--- src/rtl/fetch_queue.sv ---
// Instruction-fetch front end: owns the PC, drives the imem address and buffers
// {pc, instr} pairs in a small FIFO toward decode; branch redirects flush it.
module fetch_queue #(
  parameter int unsigned   N        = 64,
  parameter int unsigned   IW       = 32,
  parameter int unsigned   DEPTH    = 2,
  parameter int unsigned   CW       = 32,
  parameter logic [N-1:0]  RESET_PC = '0
) (
  input  logic          clk,
  input  logic          reset,
  output logic [N-1:0]  imem_addr,
  input  logic [IW-1:0] imem_rdata,
  input  logic          br_taken,
  input  logic [N-1:0]  br_target,
  output logic          out_valid,
  input  logic          out_ready,
  output logic [N-1:0]  out_pc,
  output logic [IW-1:0] out_instr,
  output logic [CW-1:0] fetch_count,
  output logic [CW-1:0] stall_count
);

  localparam int unsigned PW      = (DEPTH > 1) ? $clog2(DEPTH) : 1;
  localparam logic [PW:0] FullCnt = (PW + 1)'(DEPTH);

  logic [N-1:0]  pc_q, pc_d;
  logic [PW-1:0] head_q, head_d;
  logic [PW-1:0] tail_q, tail_d;
  logic [PW:0]   count_q, count_d;
  logic [CW-1:0] fetch_q, fetch_d;
  logic [CW-1:0] stall_q, stall_d;

  logic [N-1:0]  pc_mem_q    [DEPTH];
  logic [IW-1:0] instr_mem_q [DEPTH];

  logic full;
  logic push;
  logic pop;

  // Push looks at the start-of-cycle count, so a same-cycle pop never frees a slot.
  assign full = (count_q == FullCnt);
  assign push = !br_taken && !full;
  assign pop  = out_valid && out_ready && !br_taken;

  always_comb begin
    pc_d    = pc_q;
    head_d  = head_q;
    tail_d  = tail_q;
    count_d = count_q;
    fetch_d = fetch_q;
    stall_d = stall_q;

    if (br_taken) begin
      pc_d    = {br_target[N-1:2], 2'b00};
      head_d  = '0;
      tail_d  = '0;
      count_d = '0;
    end else begin
      if (push) begin
        pc_d   = pc_q + N'(4);
        tail_d = tail_q + PW'(1);
        if (fetch_q != '1) begin
          fetch_d = fetch_q + CW'(1);
        end
      end else if (stall_q != '1) begin
        // Not flushing and not pushing means the FIFO is full.
        stall_d = stall_q + CW'(1);
      end

      if (pop) begin
        head_d = head_q + PW'(1);
      end

      unique case ({push, pop})
        2'b10:   count_d = count_q + (PW + 1)'(1);
        2'b01:   count_d = count_q - (PW + 1)'(1);
        default: count_d = count_q;
      endcase
    end
  end

  always_ff @(posedge clk or negedge reset) begin
    if (!reset) begin
      pc_q    <= RESET_PC;
      head_q  <= '0;
      tail_q  <= '0;
      count_q <= '0;
      fetch_q <= '0;
      stall_q <= '0;
    end else begin
      pc_q    <= pc_d;
      head_q  <= head_d;
      tail_q  <= tail_d;
      count_q <= count_d;
      fetch_q <= fetch_d;
      stall_q <= stall_d;
    end
  end

  always_ff @(posedge clk or negedge reset) begin
    if (!reset) begin
      for (int i = 0; i < int'(DEPTH); i++) begin
        pc_mem_q[i]    <= '0;
        instr_mem_q[i] <= '0;
      end
    end else if (push) begin
      pc_mem_q[tail_q]    <= pc_q;
      instr_mem_q[tail_q] <= imem_rdata;
    end
  end

  assign imem_addr   = pc_q;
  assign out_valid   = (count_q != '0);
  assign out_pc      = pc_mem_q[head_q];
  assign out_instr   = instr_mem_q[head_q];
  assign fetch_count = fetch_q;
  assign stall_count = stall_q;

endmodule

--- config.mk ---
export PLATFORM = sky130hd
export DESIGN_NAME = fetch_queue
export DESIGN_NICKNAME = d
export VERILOG_FILES = /design/src/rtl/fetch_queue.sv
export SDC_FILE = /design/constraint.sdc
export NUM_CORES = 1
export LEC_CHECK = 0
export CAP_MARGIN = 20
export CORE_MARGIN = 1.5
export CORE_UTILIZATION = 40
export CTS_CLUSTER_SIZE = 25
export DETAILED_ROUTE_END_ITERATION = 7
export PLACE_DENSITY = 0.65
export RECOVER_POWER = 25
export SETUP_SLACK_MARGIN = 0.05
export SYNTH_ARGS = -nofsm -noshare
export SYNTH_HDL_FRONTEND = slang
export SYNTH_SLANG_ARGS = --single-unit
--- constraint.sdc ---
create_clock -name clk -period 4.4 [get_ports clk]
set_clock_uncertainty 0.05 [all_clocks]
set_input_delay 0.44 -clock clk [delete_from_list [all_inputs] [get_ports clk]]
set_output_delay 0.44 -clock clk [all_outputs]
set_load 0.005 [all_outputs]
After elaboration in Yosys (flattened, before gate mapping)
Cells that the tools add are included.
- input bits: 100
- output and inout bits: 225
- bits in registers: 324
- word-level logic and storage cells: 61
- magnitude comparators: 3
- eq/ne operators: 5
- mux-type cells: 20
- bitwise logic cells: 4
- add/sub/neg operators: 7
- reductions and logical operators: 12
- operators with widths (kind ; count):
    two-way mux 64 bit ; 6
    bitwise mux 128 bit ; 1
    two-way mux 32 bit ; 4
    adder 32 x 1 -> 32 bit (second input constant) ; 2
    adder 64 x 3 -> 64 bit (second input constant) ; 1
    bitwise mux 64 bit ; 1
    demux 64 bit (select 1 bit) ; 1
    inequality test 32 bit (second input constant) ; 2
    demux 32 bit (select 1 bit) ; 1
    AND reduction 3 bit ; 2
    nonzero test 2 bit ; 3
    equality test 2 bit (second input constant) ; 2
    greater-or-equal comparator 2 bit (second input constant) ; 2
    logical AND 1 bit ; 4
    two-way mux 1 bit ; 4
    inverter 1 -> 2 bit ; 2
    case mux 2 bit (2 select lines) ; 1
    nonzero test 3 bit ; 1
    adder 1 bit (second input constant) ; 2
    adder 2 x 1 -> 2 bit (second input constant) ; 1
    equality test 2 x 1 -> 1 bit (second input constant) ; 1
    logical NOT 1 bit ; 2
    less-than comparator 2 x 1 -> 1 bit (second input constant) ; 1
    two-way mux 2 bit ; 1
    2 further kinds ; 3

Longest topological paths before layout
- depth in word-level cells: 6
- mapped depth: 9
- mapped depth without buffers: 6

Least setup slack after synthesis
OpenSTA, ideal clock, no wires.
- path kind: reg2reg
- start point: register count_q[1]
- end point: register pc_q[51] (netlist: imem_addr[51])
- data arrival time: 1.872 ns
- stages on the path, launching flop included: 7
- clock period less this slack: 2.003 ns
- path slack: 2.397 ns
- buffers on the path: 1
- library setup time: 0.082 ns
- cell sequence: dfrtp_1 -> nor2b_1 -> buf_4 -> nor4_4 -> nand4_4 -> or4_1 -> a31oi_1
- cells in the longest elaborated chain, start to end: 4
- RTL lines (element ; RTL line ; source):
    from (decl) ; 30 ; logic [PW:0] count_q, count_d;
    from (signal assigned) ; 95 ; count_q <= count_d;
    equality test 2 bit ; 42 ; assign full = (count_q == FullCnt);
    logical NOT 1 bit ; 43 ; assign push = !br_taken && !full;
    logical AND 1 bit ; 43 ;
    nonzero test 2 bit (no line) ; n/a ;
    to (signal assigned) ; 92 ; pc_q <= pc_d;
    to (decl) ; 27 ; logic [N-1:0] pc_q, pc_d;
No other way between the ends.
A chain may end at the register's enable or synchronous reset.

Worst setup path in the final report
- start point: register head_q
- end point: output port out_pc[5]
- cells in the longest elaborated chain, start to end: 4
- RTL lines (element ; RTL line ; source):
    from (decl) ; 28 ; logic [PW-1:0] head_q, head_d;
    from (signal assigned) ; 86 ; head_q <= '0;
    from (signal assigned) ; 93 ; head_q <= head_d;
    inverter 1 -> 2 bit (implied by the code) ; 115 ; assign out_pc = pc_mem_q[head_q];
    two-way mux 64 bit (implied by the code) (3 in a row) ; 115 ;
    to (decl) ; 18 ; output logic [N-1:0] out_pc,
No other way between the ends. The select of a mux whose other input is x is not followed.

==> impl_metrics.json <==
{
  "run_status": "finished, violations left",
  "violations": "capacitance limit, slew limit",
  "dr_total_vias": 11100,
  "wl_per_cell_um": 20.2,
  "timing.critical_path.arrival_ns": 2.77,
  "syn_area_per_cell_um2": 12.1,
  "tritoncts_num_sinks": 318,
  "fp.dieW_um": 197,
  "post_synthesis_register_bit_count": 318,
  "clockRootBuffer": "sky130_fd_sc_hd__clkbuf_16",
  "synth-edff-count": 0,
  "r2r_end": "imem_addr[59]$_DFFE_PN0N_",
  "worstHoldPathCells": 2,
  "leakagePower_nw": 8.04,
  "rr_startpoint": "count_q[1]$_DFFE_PN0P_",
  "dp_worst_setup_slack_ns": 1.37,
  "drive_above_1_share_pct": 24.1,
  "multi_input_comb_area_mm2": 0.00674,
  "min-delay-start": "br_taken",
  "boundaryPins": 325,
  "worstPathMaxFanout": 49,
  "n_fill_cell": 3146,
  "critPathCaptureType": "primary output",
  "final_setup_tns_ns": 0,
  "remaining_antenna_violation_count": 0,
  "layout-area-overhead-vs-synth_pct": 32.5,
  "share_of_the_yosys_chip_area_belonging_to_registers_pct": 52.9,
  "cts_setup_buffers": 0,
  "setup_violations": 0,
  "synth.top_cells.by_count": "sky130_fd_sc_hd__dfrtp_1 (318), sky130_fd_sc_hd__mux2_2 (284), sky130_fd_sc_hd__nand2_1 (83)",
  "number_of_cells_on_the_worst_reg_to_reg_path": 6,
  "ctsResizeCount": 0,
  "place_congestion": 0.839,
  "final-hold-violation-count": 0,
  "rsz0062_at_grt": "no",
  "tightestPinTransition_ns": 3.00,
  "first_pass_grt_wire_length_um": 65700,
  "vdd_ir_drop_max_mv": 0.278,
  "netlist_area_mm2": 0.0150,
  "maximum_number_of_pins_on_one_net_before_global_route_repair": 115,
  "r2r_slack_ns": 1.43,
  "first_iteration_detailed_routing_drc_count": 566,
  "netlist.top_cell.by_area": "sky130_fd_sc_hd__dfrtp_1",
  "clk_transition_reported_paths_ns": 0.06,
  "drt_drc_violations_left": 0,
  "num_rows": 70,
  "deepest_clock_path_buffer_count": 3,
  "synth.lib_cells_used.distinct": 54,
  "asr_flop_ratio_synth_pct": 100,
  "timing.critical_path.from_type": "flip-flop",
  "max_freq_mhz": 307,
  "pins_over_slew_limit": 113,
  "max-slew-margin-rel_pct": -100,
  "hpwl_detailed_um": 28800,
  "finalWorstSetupSlack_ns": 1.14,
  "starting_density_of_the_core_pct": 40.9,
  "dominant_synthesized_flop_cell": "sky130_fd_sc_hd__dfrtp_1",
  "netlist_instances": 1243,
  "die_area_mm2": 0.0388,
  "drt_first_pass_iters": 5,
  "placeableCoreArea_mm2": 0.0368,
  "cts-buffers-inserted": 37,
  "finalWorstPathRequiredPeriod_ns": 3.26,
  "clkLatencyLatePin_ns": 0.53,
  "holdPathEnd": "head_q$_DFFE_PN0P_",
  "fp.dieH_um": 197,
  "cts_htree_levels": 2,
  "final.period_utilization_pct": 74.0,
  "critical_path.cell_chain": "buf_4 -> mux2_2 -> clkdlybuf4s50_1",
  "ff_latch_area_mm2": 0.00796,
  "numPortBuffers": 318,
  "power.density_mw_per_mm2": 454,
  "slowest_stage": "sky130_fd_sc_hd__dfrtp_4",
  "yosys_warnings": 0,
  "ys_top_cells_by_area": "sky130_fd_sc_hd__dfrtp_1 (53%), sky130_fd_sc_hd__mux2_2 (21%), sky130_fd_sc_hd__xnor2_1 (3.0%)",
  "totalWireLength_um": 41500,
  "max_cap_viol_count": 1,
  "crit_path_max_incr_delay_ns": 0.92,
  "crit_required_ns": 3.91,
  "crit_type": "reg -> out",
  "viasPerCell": 5.38,
  "groute.usage.overall_pct": 21.5,
  "grt_pass1_vias": 11300,
  "timing.hold.worst.class": "in -> reg",
  "cts_tree": "yes",
  "synth.most_common_cell": "sky130_fd_sc_hd__dfrtp_1",
  "synthDominantCellAreaShare_pct": 52.9,
  "antenna_violations_before_repair": 3,
  "final_net_count": 1657,
  "global_route.overflow_total": 0
}
[layer usage]
metal  GRT usage, %  part of all wire (%)  vias up
met3           6.61                   8.1       61
met4           5.82                   2.2        2
met1           27.9                    42     5538
li1               -                     -     5123
met2           34.9                    47      328
met5              0                 0.031        -
[worst max-delay path, delay by kind of cell (launching register included)]
kind / cells / cell delay [ns]
buffers and inverters: 2 / 0.93
flip-flops: 1 / 0.92
multiplexers: 1 / 0.37
[repair_timing]
item	4_1_cts	5_1_grt
hold buffers	1	0
endpoints found under the setup margin	0	0
endpoints found under the hold margin	35	0
[worst max-delay path by stage]
stage / slack, ns / cells after the start / start / end
CTS: 1.09 / 3 / head_q$_DFFE_PN0P_ / out_pc[5]
global placement: 1.42 / 6 / count_q[1]$_DFFE_PN0P_ / imem_addr[59]$_DFFE_PN0N_
global route: 0.60 / 2 / reset / imem_addr[13]$_DFFE_PN0N_
detailed placement: 1.37 / 6 / count_q[1]$_DFFE_PN0P_ / imem_addr[59]$_DFFE_PN0N_
finish: 1.14 / 3 / head_q$_DFFE_PN0P_ / out_pc[5]
floorplan: 2.40 / 6 / count_q[1]$_DFFE_PN0P_ / imem_addr[51]$_DFFE_PN0N_
[power breakdown]
part	switching (mW)	internal (mW)
Clock	1.23	1.85
Sequential	0.407	3.48
Combinational	0.743	1.33
Total	2.38	6.66
[final cells by class]
type / instances / share of cell area [%]
inverters: 17 / 0.320
clock buffers: 57 / 5.74
well taps: 468 / 2.94
repair buffers: 334 / 16.7
flip-flops and latches: 318 / 40.0
diodes: 3 / 0.0377
clock inverters: 10 / 0.408
multi-input cells: 846 / 33.8
[flip-flops by register name, indices dropped and copies added (netlist names)]
name,cells
pc_mem_q,124
instr_mem_q,64
imem_addr,62
fetch_count,32
stall_count,32
count_q,2
head_q,1
tail_q,1
[kinds of logic after synthesis]
logic type	Yosys count	synth area share, %
other cells	1	0.0249
xor+xnor	93	5.42
simple gates	357	13.4
fa+ha+maj	3	0.250
flops	318	52.9
mux	288	21.5
buf+inv	82	2.40
compound gates	101	4.06
[stage by stage]
stage	hold WS, ns	total power, mW	util [%]	cells	area, um2
after CTS	0.0994	9.16	54.2	2050	19900
after global routing	0.111	9.51	54.1	2051	19900
after detailed placement	0.433	6.03	50.8	1982	18700
after floorplan	0.0944	4.84	-	1246	15000
final	0.123	9.04	54.1	2053	19900
after global placement	0.423	5.97	50.8	1982	18700
[placed cells by master (no fill, tap or decap), drive strengths merged, types with 9 or more instances in the layout]
master,n
a31oi,27
and3,12
and4,18
buf,16
clkbuf,58
clkdlybuf4s50,316
dfrtp,318
inv,17
mux2,285
nand2,84
nand3,42
nand4,52
nor2,57
nor3,22
nor4,19
o21ai,49
o31ai,9
or3,18
or4,10
xnor2,52
xor2,41
Power figures use the tool's default switching activity.
